--- config.mk ---
export PLATFORM = sky130hd
export DESIGN_NAME = mdu_maindec
export DESIGN_NICKNAME = d
export VERILOG_FILES = /design/src/rtl/mdu_maindec.sv
export SDC_FILE = /design/constraint.sdc
export NUM_CORES = 1
export LEC_CHECK = 0
export ABC_AREA = 1
export BUFFER_PORTS_ARGS = -buffer_cell sky130_fd_sc_hd__buf_2
export CORE_MARGIN = 2
export CORE_UTILIZATION = 40
export DETAILED_ROUTE_END_ITERATION = 12
export PLACE_DENSITY = 0.7
export SLEW_MARGIN = 20
export SYNTH_ARGS = -nofsm -noshare
export SYNTH_HDL_FRONTEND = slang
export SYNTH_SLANG_ARGS = --single-unit
--- constraint.sdc ---
create_clock -name i_clk -period 2.75 [get_ports i_clk]
set_input_delay 0.4125 -clock i_clk [delete_from_list [all_inputs] [get_ports i_clk]]
set_output_delay 0.4125 -clock i_clk [all_outputs]
set_load 0.02 [all_outputs]
--- src/rtl/mdu_maindec.sv ---
// mdu_maindec: decode-stage main decoder with a HI/LO multiply/divide sequencer.
// Produces the combinational control bundle for I-, J- and R-type instructions.
// It tracks one in-flight MDU operation and stalls dependent HI/LO users until
// the result has been written.
// Optional feature: define MDU_DIV_EN to enable DIV/DIVU sequencing.
// Ports:
//   i_clk, i_reset (async, active-high)
//   i_valid, i_op[5:0], i_func[5:0]                      decode-stage instruction
//   o_regwrite, o_memtoreg, o_memwrite, o_memread        datapath controls
//   o_regdst[1:0], o_outselect[1:0], o_alu_src, o_alu_mid[2:0], o_se_ze
//   o_beq, o_bne, o_jump                                 control flow
//   o_md_start, o_md_signed, o_md_div                    MDU launch
//   o_md_busy, o_md_done, o_stall                        sequencer status / hazard
module mdu_maindec #(
  parameter int unsigned MUL_CYCLES = 4,
  parameter int unsigned DIV_CYCLES = 32,
  parameter int unsigned CNT_W      = 6
) (
  input  logic       i_clk,
  input  logic       i_reset,
  input  logic       i_valid,
  input  logic [5:0] i_op,
  input  logic [5:0] i_func,
  output logic       o_regwrite,
  output logic       o_memtoreg,
  output logic       o_memwrite,
  output logic       o_memread,
  output logic [1:0] o_regdst,
  output logic [1:0] o_outselect,
  output logic       o_alu_src,
  output logic [2:0] o_alu_mid,
  output logic       o_se_ze,
  output logic       o_beq,
  output logic       o_bne,
  output logic       o_jump,
  output logic       o_md_start,
  output logic       o_md_signed,
  output logic       o_md_div,
  output logic       o_md_busy,
  output logic       o_md_done,
  output logic       o_stall
);

  localparam logic [5:0] OP_RTYPE = 6'h00;
  localparam logic [5:0] OP_J     = 6'h02;
  localparam logic [5:0] OP_BEQ   = 6'h04;
  localparam logic [5:0] OP_BNE   = 6'h05;
  localparam logic [5:0] OP_ADDI  = 6'h08;
  localparam logic [5:0] OP_ADDIU = 6'h09;
  localparam logic [5:0] OP_SLTI  = 6'h0A;
  localparam logic [5:0] OP_SLTIU = 6'h0B;
  localparam logic [5:0] OP_ANDI  = 6'h0C;
  localparam logic [5:0] OP_ORI   = 6'h0D;
  localparam logic [5:0] OP_XORI  = 6'h0E;
  localparam logic [5:0] OP_LUI   = 6'h0F;
  localparam logic [5:0] OP_LW    = 6'h23;
  localparam logic [5:0] OP_SW    = 6'h2B;

  localparam logic [5:0] FN_MFHI  = 6'h10;
  localparam logic [5:0] FN_MFLO  = 6'h12;
  localparam logic [5:0] FN_MULT  = 6'h18;
  localparam logic [5:0] FN_MULTU = 6'h19;
  localparam logic [5:0] FN_DIV   = 6'h1A;
  localparam logic [5:0] FN_DIVU  = 6'h1B;

  localparam logic [CNT_W-1:0] MUL_LOAD = CNT_W'(MUL_CYCLES - 1);
  localparam logic [CNT_W-1:0] DIV_LOAD = CNT_W'(DIV_CYCLES - 1);

  typedef enum logic {S_IDLE, S_BUSY} state_t;

  state_t           r_state, w_state_nxt;
  logic [CNT_W-1:0] r_cnt, w_cnt_nxt;

  logic       w_regwrite, w_memtoreg, w_memwrite, w_memread;
  logic [1:0] w_regdst, w_outselect;
  logic       w_alu_src, w_se_ze, w_beq, w_bne, w_jump;
  logic [2:0] w_alu_mid;
  logic       w_md_signed, w_is_mdop, w_is_div, w_hilo;
  logic       w_active, w_busy, w_stall;

  // Raw opcode/function decode, before valid/stall gating.
  always_comb begin
    w_regwrite  = 1'b0;
    w_memtoreg  = 1'b0;
    w_memwrite  = 1'b0;
    w_memread   = 1'b0;
    w_regdst    = 2'b00;
    w_outselect = 2'b00;
    w_alu_src   = 1'b0;
    w_alu_mid   = 3'b000;
    w_se_ze     = 1'b0;
    w_beq       = 1'b0;
    w_bne       = 1'b0;
    w_jump      = 1'b0;
    w_md_signed = 1'b0;
    w_is_mdop   = 1'b0;
    w_is_div    = 1'b0;
    w_hilo      = 1'b0;
    case (i_op)
      OP_RTYPE: begin
        case (i_func)
          FN_MFHI: begin
            w_regwrite = 1'b1; w_regdst = 2'b01; w_outselect = 2'b11; w_hilo = 1'b1;
          end
          FN_MFLO: begin
            w_regwrite = 1'b1; w_regdst = 2'b01; w_outselect = 2'b10; w_hilo = 1'b1;
          end
          FN_MULT:  begin w_md_signed = 1'b1; w_is_mdop = 1'b1; w_hilo = 1'b1; end
          FN_MULTU: begin w_is_mdop = 1'b1; w_hilo = 1'b1; end
`ifdef MDU_DIV_EN
          FN_DIV:  begin w_md_signed = 1'b1; w_is_mdop = 1'b1; w_is_div = 1'b1; w_hilo = 1'b1; end
          FN_DIVU: begin w_is_mdop = 1'b1; w_is_div = 1'b1; w_hilo = 1'b1; end
`else
          // Divide not built: DIV/DIVU behave as NOPs.
          FN_DIV, FN_DIVU: begin end
`endif
          default: begin
            w_regwrite = 1'b1; w_regdst = 2'b01; w_alu_mid = 3'b111;
          end
        endcase
      end
      OP_ADDI, OP_ADDIU: begin
        w_regwrite = 1'b1; w_alu_src = 1'b1; w_se_ze = 1'b1; w_alu_mid = 3'b000;
      end
      OP_SLTI, OP_SLTIU: begin
        w_regwrite = 1'b1; w_alu_src = 1'b1; w_se_ze = 1'b1; w_alu_mid = 3'b101;
      end
      OP_ANDI: begin w_regwrite = 1'b1; w_alu_src = 1'b1; w_alu_mid = 3'b010; end
      OP_ORI:  begin w_regwrite = 1'b1; w_alu_src = 1'b1; w_alu_mid = 3'b011; end
      OP_XORI: begin w_regwrite = 1'b1; w_alu_src = 1'b1; w_alu_mid = 3'b100; end
      OP_LUI:  begin w_regwrite = 1'b1; w_outselect = 2'b01; end
      OP_LW: begin
        w_regwrite = 1'b1; w_memtoreg = 1'b1; w_memread = 1'b1;
        w_alu_src = 1'b1; w_se_ze = 1'b1;
      end
      OP_SW:  begin w_memwrite = 1'b1; w_alu_src = 1'b1; w_se_ze = 1'b1; end
      OP_BEQ: w_beq  = 1'b1;
      OP_BNE: w_bne  = 1'b1;
      OP_J:   w_jump = 1'b1;
      default: begin end
    endcase
  end

  // Sequencer state register.
  always_ff @(posedge i_clk or posedge i_reset) begin
    if (i_reset) begin
      r_state <= S_IDLE;
      r_cnt   <= '0;
    end else begin
      r_state <= w_state_nxt;
      r_cnt   <= w_cnt_nxt;
    end
  end

  // Output gating and sequencer next state. Reset also blanks the decode
  // outputs so the asynchronous reset is visible immediately.
  always_comb begin
    w_state_nxt = r_state;
    w_cnt_nxt   = r_cnt;
    w_active    = i_valid & ~i_reset;
    w_busy      = (r_state == S_BUSY);
    w_stall     = w_active & w_hilo & w_busy;

    o_stall     = w_stall;
    o_md_busy   = w_busy;
    o_md_done   = w_busy & (r_cnt == '0);
    o_md_start  = (r_state == S_IDLE) & w_active & w_is_mdop & ~w_stall;

    // Stalled bubble: suppress every architectural side effect.
    o_regwrite  = w_active & w_regwrite & ~w_stall;
    o_memwrite  = w_active & w_memwrite & ~w_stall;
    o_memread   = w_active & w_memread  & ~w_stall;
    o_beq       = w_active & w_beq      & ~w_stall;
    o_bne       = w_active & w_bne      & ~w_stall;
    o_jump      = w_active & w_jump     & ~w_stall;
    o_memtoreg  = w_active & w_memtoreg;
    o_regdst    = w_active ? w_regdst    : 2'b00;
    o_outselect = w_active ? w_outselect : 2'b00;
    o_alu_src   = w_active & w_alu_src;
    o_alu_mid   = w_active ? w_alu_mid   : 3'b000;
    o_se_ze     = w_active & w_se_ze;
    o_md_signed = w_active & w_md_signed;
    o_md_div    = w_active & w_is_div;

    case (r_state)
      S_IDLE: begin
        if (o_md_start) begin
          w_state_nxt = S_BUSY;
          w_cnt_nxt   = w_is_div ? DIV_LOAD : MUL_LOAD;
        end
      end
      S_BUSY: begin
        if (r_cnt == '0) w_state_nxt = S_IDLE;
        else             w_cnt_nxt   = r_cnt - CNT_W'(1);
      end
      default: w_state_nxt = S_IDLE;
    endcase
  end

endmodule

# Word-level counts from Yosys, hierarchy flattened
# Cells that the tools add are included.
# totals
output_inout_bits,22
inputBits,15
wordCells,90
ff_bits,7
# classes
reduce_logical,11
eq_ne,21
bitwise_logic,25
n_mux,30
addsub,1
# ops
op,count
"6-bit by 4-bit == test with 1-bit output, second input constant",8
"6-bit by 5-bit == test with 1-bit output, second input constant",6
1-bit AND,22
1-bit two-way mux,18
9-bit OR reduction,2
3-bit case mux with 5 select lines,1
"6-bit by 3-bit == test with 1-bit output, second input constant",2
"6-bit == test, second input constant",2
6-bit logical NOT,2
6-bit two-way mux,2
6-bit case mux with 2 select lines,1
6-bit OR reduction,2
2-bit case mux with 2 select lines,2
4-bit OR reduction,2
"6-bit by 2-bit == test with 1-bit output, second input constant",1
3-bit two-way mux,2
"6-bit by 1-bit subtractor with 6-bit output, second input constant",1
2-bit two-way mux,2
"2-bit != test, second input constant",2
1-bit case mux with 2 select lines,2
2-bit OR reduction,2
1-bit inverter,3
2-bit AND reduction,1

# Logic depth before layout (Yosys ltp)
# Gate-level depths: netlist (run 1).
# logic_depth
word_depth,10
mapped_depth,8

# Worst setup path after synthesis (run 1)
# OpenSTA, ideal clock, no wires.
# synth_path
kind,input port to output port
from,input i_reset
to,output o_md_signed
required_time_ns,2.338
cell_stages,6
arrival_ns,1.602
path_slack_ns,0.735
cell_sequence,inv_1 nand2_1 buf_2 inv_1 nand4_1 nor3_1
# synth_between
elab_chain_len,3
# synth_rtl
item,line,text
start: declaration,20,"input logic i_reset,"
1-bit inverter,160,w_active = i_valid & ~i_reset;
1-bit AND,160,
1-bit AND,182,o_md_signed = w_active & w_md_signed;
end: declaration,37,"output logic o_md_signed,"
# Every way passes these cells.

# Worst setup path in the final report (run 1)
# Ends and elaborated chain as after synthesis.

==> results of run 1 <==
report_power, final:
part           internal [W]  switching, W   total, W
clock network     0.0000554     0.0000378  0.0000932
registers          0.000158     0.0000641   0.000222
logic              0.000102      0.000180   0.000282
total              0.000315      0.000282   0.000597
final cells by class:
| type | count | area (um2) |
|---|---|---|
| Multi-Input combinational cell | 107 | 531.8 |
| Sequential cell | 7 | 175.2 |
| Clock buffer | 4 | 26.28 |
| Inverter | 26 | 97.59 |
| Fill cell | 222 | 927.1 |
| Timing Repair Buffer | 34 | 170.2 |
| Tap cell | 27 | 33.78 |
worst register-to-register path: stages (launching register included):
cell     delay [ps]
dfrtp_1         380
inv_1            70
ha_1            230
nand3_2         140
nand2_2         130
o21ai_0         180
nand2_1          60
nor2_1           90
metrics by stage:
step	setup slack [ps]	power, W
after floorplan	735.2	0.0004282
after global placement	635.1	0.0004925
after detailed placement	589.9	0.0005052
after CTS	590.9	0.0006018
after global routing	408.8	0.0006652
final	597.0	0.0005970
registers in the layout (all words and copies together), names as in the netlist:
register and flops:
r_cnt 6, o_md_busy 1
layer usage:
layer | part of all wire | vias to the layer above
met4 | 0.012 | 0
met5 | 0 | -
met2 | 0.50 | 26
li1 | - | 513
met1 | 0.44 | 460
met3 | 0.042 | 2
worst max path at each step:
stage / start / slack, ps / to
floorplan: i_reset / 740 / o_md_signed
global placement: i_reset / 640 / o_md_signed
detailed placement: i_reset / 590 / o_md_signed
CTS: i_reset / 590 / o_md_signed
global route: i_reset / 410 / o_md_signed
finish: i_reset / 600 / o_md_signed
cell usage after synthesis:
cell,instances,area share
ha_1,1,0.015
nor3_1,3,0.018
inv_1,25,0.11
o211ai_1,1,0.0091
nor2_4,2,0.027
nand3_2,2,0.024
nand2_4,2,0.027
conb_1,1,0.0045
nand2_1,30,0.14
inv_2,1,0.0045
nor2_8,1,0.024
o21ai_1,1,0.0061
nand3_1,17,0.10
nor2_1,29,0.13
a21oi_1,4,0.024
o21ai_0,3,0.018
a31oi_1,1,0.0076
buf_4,2,0.018
buf_2,2,0.012
nand4_1,4,0.030
nor2_2,2,0.015
o21bai_1,1,0.0091
dfrtp_1,7,0.21
nand2_2,1,0.0076
cell families (layout without fill, tap and decap cells):
logic type	after synthesis	count (layout)	share of synthesized area
DFF	7	7	0.2121
other	1	2	0.004541
AOI/OAI and AO/OA	11	11	0.07424
adders and majority gates	1	1	0.01515
and+or+nand+nor	93	93	0.5454
buffers and inverters	30	64	0.1485
==> flow_metrics.env, run 1 <==
export IMPL_rows=16
export IMPL_slowest_stage="nand2_1"
export IMPL_coreArea_mm2=0.001962
export IMPL_drtIter0Drc=19
export IMPL_grt_max_degree=13
export IMPL_wl_mm=2.166
export IMPL_path_buf_inv=4
export IMPL_critPathLaunchType="input pin"
export IMPL_layout_worst_path_cycle_share=0.7829
export IMPL_use_met1=0.2340
export IMPL_critPathArrivalTime_ps=1740
export IMPL_crit_fanout=11
export IMPL_nets=195
export IMPL_met3_usage=0.02454
export IMPL_clock_latency_ps=250
export IMPL_cts_made_buffers=3
export IMPL_end_kind="output pin"
export IMPL_grt_pass1_wl_mm=3.795
export IMPL_cp_cell_sequence="buf_2, inv_1, nand2_1, inv_1, nand4_1, nor3_1, buf_2"
export IMPL_n_antenna_cell=0
export IMPL_wire_per_inst_um=10.57
export IMPL_ant_nets=0
export IMPL_design_die_area_mm2=0.002444
export IMPL_finalHoldViolations=0
export IMPL_cts_resized=0
export IMPL_finalInstanceArea_mm2=0.001035
export IMPL_worstHoldPathType="input pin to async pin"
export IMPL_cts_setup_buffers=0
export IMPL_cts_buffer_depth=2
export IMPL_slowest_delay_ps=330
export IMPL_pin_count=37
export IMPL_grt_busiest_layer="met2"
export IMPL_critical_path_top_delay_family="buffers and inverters"
export IMPL_min_period_ps=2153
export IMPL_setup_tns_ps=0
export IMPL_start_util=0.4209
export IMPL_dr_pass1_iters=4
export IMPL_ctsHoldBuffers=0
export IMPL_drv_cap=0
export IMPL_via_per_inst=4.883
export IMPL_layout_cells_non_filler=205
export IMPL_grt_util_all_layers=0.1951
export IMPL_yosys_warnings=0
export IMPL_layout_common_cells="buf_2 (34), nand2_1 (30), nor2_1 (29)"
export IMPL_setup_viol=0
export IMPL_synthCells=143
export IMPL_r2r_slack_ps=1390
export IMPL_portBuffers=34
export IMPL_placed_cells=201
export IMPL_cts_tree="built"
export IMPL_cts_sinks=7
export IMPL_grt_overflow=0
export IMPL_die_w_um=49.44
export IMPL_antenna_found_initial=0
export IMPL_status="complete, no violations"
export IMPL_worst_path_stages=7
export IMPL_r2r_end="r_cnt[3]"
export IMPL_irDropWorstVdd_v=0.0004524
export IMPL_syn_avg_cell_area_um2=5.775
export IMPL_rsz0062_at_grt="false"
export IMPL_synth_seq_cells=7
export IMPL_htree_levels=1
export IMPL_hold_slack_ps=84.73
export IMPL_cp_data_required_time_ps=2340
export IMPL_powerDensity_mw_per_mm2=576.9
export IMPL_power_leakage_nw=0.6551
export IMPL_slew_viol_final=0
export IMPL_drive_gt1_frac=0.2697
export IMPL_place_detailed_hpwl_mm=1.727
export IMPL_grt_use_met2=0.3423
export IMPL_num_vias=1001
export IMPL_area_growth_pct=25.30
export IMPL_fin_skew_ps=0.9862
export IMPL_reg2reg_depth=7
export IMPL_seq_area_frac_synth=0.2121
export IMPL_fmaxAchievable_ghz=0.4645
export IMPL_place_area_mm2=0.001008
export IMPL_synth_cell_types=24
export IMPL_clock_root_buffer="clkbuf_4"
export IMPL_die_h_um=49.44
export IMPL_clk_pin_slew_ps=50
export IMPL_gp_congestion=0.8397
export IMPL_rr_startpoint="r_cnt[0]"
export IMPL_path_class="input pin to output pin"
export IMPL_final_common_cell="buf_2"
export IMPL_syn_area_um2=825.8
export IMPL_grt_pass1_vias=922
export IMPL_postLayoutCoreUtil=0.5274
export IMPL_drc=0
Note: power is estimated with default switching activity, not from simulation.
==> run 2: changes to the inputs <==
--- a/config.mk
+++ b/config.mk
@@ -10,7 +10,7 @@
 export CORE_MARGIN = 2
 export CORE_UTILIZATION = 40
 export DETAILED_ROUTE_END_ITERATION = 12
-export PLACE_DENSITY = 0.7
+export PLACE_DENSITY = 0.72
 export SLEW_MARGIN = 20
 export SYNTH_ARGS = -nofsm -noshare
 export SYNTH_HDL_FRONTEND = slang
==> constraint.sdc (replaced) <==
create_clock -name i_clk -period 1.9 [get_ports i_clk]
set_input_delay 0.285 -clock i_clk [delete_from_list [all_inputs] [get_ports i_clk]]
set_output_delay 0.285 -clock i_clk [all_outputs]
set_load 0.02 [all_outputs]
==> run 2 against run 1 <==
- design area is 1.5% higher
- clock power up 37%
- via count is 2.3% lower
- wire length decreased by 7.3%
- non-clock buffer count rose by 2
- die area stayed put
- total power rose by 41%
- combinational power is 43% higher
- largest power group unchanged
- count of clock-buffer cells in the layout stayed put
- utilization increased by 0.77 points
- critical endpoint is now o_alu_mid[0]
==> flow_metrics.env, run 2 (synthesized netlist as in run 1, its figures left out) <==
export IMPL_status="complete, no violations"
export IMPL_crit_fanout=10
export IMPL_critPathLaunchType="input pin"
export IMPL_finalHoldViolations=0
export IMPL_num_vias=978
export IMPL_worstHoldPathType="input pin to async pin"
export IMPL_cts_made_buffers=3
export IMPL_cts_tree="built"
export IMPL_die_w_um=49.44
export IMPL_grt_pass1_vias=879
export IMPL_switching_power_w=0.0003850
export IMPL_setup_viol=0
export IMPL_drc=0
export IMPL_area_growth_pct=27.12
export IMPL_regArea_um2=175.2
export IMPL_drtIter0Drc=18
export IMPL_slowest_stage="nor2_8"
export IMPL_nets=197
export IMPL_fin_skew_ps=0.5931
export IMPL_grt_pass1_wl_mm=3.415
export IMPL_clock_latency_ps=240
export IMPL_final_common_cell="buf_2"
export IMPL_cts_buffer_depth=2
export IMPL_rows=16
export IMPL_htree_levels=1
export IMPL_cts_resized=0
export IMPL_via_per_inst=4.725
export IMPL_slowest_delay_ps=180
export IMPL_worst_path_stages=7
export IMPL_fill_cells=213
export IMPL_ctsHoldBuffers=0
export IMPL_critPathArrivalTime_ps=1340
export IMPL_path_buf_inv=2
export IMPL_top_register="r_cnt"
export IMPL_n_antenna_cell=0
export IMPL_powerDensity_mw_per_mm2=803.2
export IMPL_cp_cell_sequence="buf_2, nor2_8, nand3_2, nor2_1, nand2_1, a21oi_1, buf_2"
export IMPL_pin_count=37
export IMPL_cts_sinks=7
export IMPL_cts_setup_buffers=0
export IMPL_fmaxAchievable_ghz=0.6167
export IMPL_seq_power_share=0.370
export IMPL_place_ws_ps=263.0
export IMPL_r2r_end="r_cnt[3]"
export IMPL_gp_congestion=0.8850
export IMPL_min_period_ps=1622
export IMPL_critical_path_top_delay_family="simple AND/OR/NAND/NOR gates"
export IMPL_irDropWorstVdd_v=0.0005782
export IMPL_rsz0062_at_grt="false"
export IMPL_slew_viol_final=0
export IMPL_postLayoutCoreUtil=0.5351
export IMPL_wl_mm=2.008
export IMPL_start_util=0.4209
export IMPL_grt_overflow=0
export IMPL_design_die_area_mm2=0.002444
export IMPL_multiInputGateArea_um2=531.8
export IMPL_clk_pin_slew_ps=50
export IMPL_finalInstanceArea_mm2=0.001050
export IMPL_layout_worst_path_cycle_share=0.8534
export IMPL_ant_nets=0
export IMPL_cp_common_cell="buf_2"
export IMPL_wire_per_inst_um=9.700
export IMPL_setup_tns_ps=0
export IMPL_portBuffers=34
export IMPL_setup_slack_ps=278.5
export IMPL_end_kind="output pin"
export IMPL_p_int_w=0.0004582
export IMPL_place_area_mm2=0.001023
export IMPL_place_detailed_hpwl_mm=1.688
export IMPL_grt_util_all_layers=0.1762
export IMPL_clock_root_buffer="clkbuf_4"
export IMPL_die_h_um=49.44
export IMPL_dr_pass1_iters=4
export IMPL_r2r_slack_ps=580
export IMPL_layout_common_cells="buf_2 (34), nand2_1 (30), nor2_1 (29)"
export IMPL_antenna_found_initial=0
export IMPL_crit_start="i_op[5]"
export IMPL_coreArea_mm2=0.001962
export IMPL_rr_startpoint="r_cnt[0]"
export IMPL_power_leakage_nw=0.6644
export IMPL_grt_max_degree=13
export IMPL_largest_register_ffs=6
export IMPL_power_w=0.0008431
export IMPL_endpoint="o_alu_mid[0]"
export IMPL_pwr_share_comb=0.479
export IMPL_drv_cap=0
export IMPL_pwr_share_clk=0.152
export IMPL_drive_gt1_frac=0.2778
export IMPL_swShare=0.4566
export IMPL_cp_data_required_time_ps=1620
export IMPL_reg2reg_depth=7
export IMPL_path_class="input pin to output pin"
==> run 2: cell count changes in the layout (fill, tap and decap cells not counted), sizes merged <==
cell | previous run | this run
buf | 34 | 36
==> run 2: how the worst min path moves through the flow <==
stage,startpoint,to,slack [ps],cells past startpoint
6_report,i_reset,o_md_busy,20,3
5_1_grt,i_reset,r_cnt[3],50,3
4_1_cts,i_reset,o_md_busy,10,3
3_5_place_dp,i_reset,o_md_busy,280,3
3_3_place_gp,i_reset,o_md_busy,270,3
2_1_floorplan,i_reset,o_md_busy,100,1
==> run 2: power by group through the flow <==
stage	Sequential (W)	Clock (W)	Combinational, W
after floorplan	0.000288	0	0.000332
after global placement	0.000309	0	0.000396
after detailed placement	0.000311	0	0.000404
after CTS	0.000309	0.000136	0.000408
after global routing	0.000322	0.000147	0.000472
final	0.000312	0.000128	0.000404
==> run 2: layer usage <==
metal | vias up | global-route usage | wire (um)
met5 | - | 0 | 0
met4 | 0 | 0.06944 | 0
met3 | 0 | 0.02761 | 114
met2 | 24 | 0.3221 | 1043
met1 | 434 | 0.2030 | 850
li1 | 520 | - | -
==> run 2: final cells by class <==
cell class,count,share of cell area
flip-flops and latches,7,0.1669
multi-input cells,107,0.5066
clock buffers,4,0.02503
inverters,26,0.09297
well taps,27,0.03218
repair buffers,36,0.1764
==> run 2: worst reg2reg max path: cells and delay by family, from the launching register on <==
| kind | cells | cell delay [ps] |
|---|---|---|
| AOI/OAI and AO/OA | 1 | 180 |
| adders and majority gates | 1 | 230 |
| buffers and inverters | 1 | 60 |
| DFF | 1 | 360 |
| and+or+nand+nor | 4 | 420 |
==> run 2: metrics by stage <==
| stage | hold WS [ps] | cells |
|---|---|---|
| 2_1_floorplan | 96.41 | 144 |
| 3_3_place_gp | 274.5 | 203 |
| 3_5_place_dp | 277.4 | 203 |
| 4_1_cts | 14.03 | 207 |
| 5_1_grt | 48.30 | 207 |
| 6_report | 19.33 | 207 |
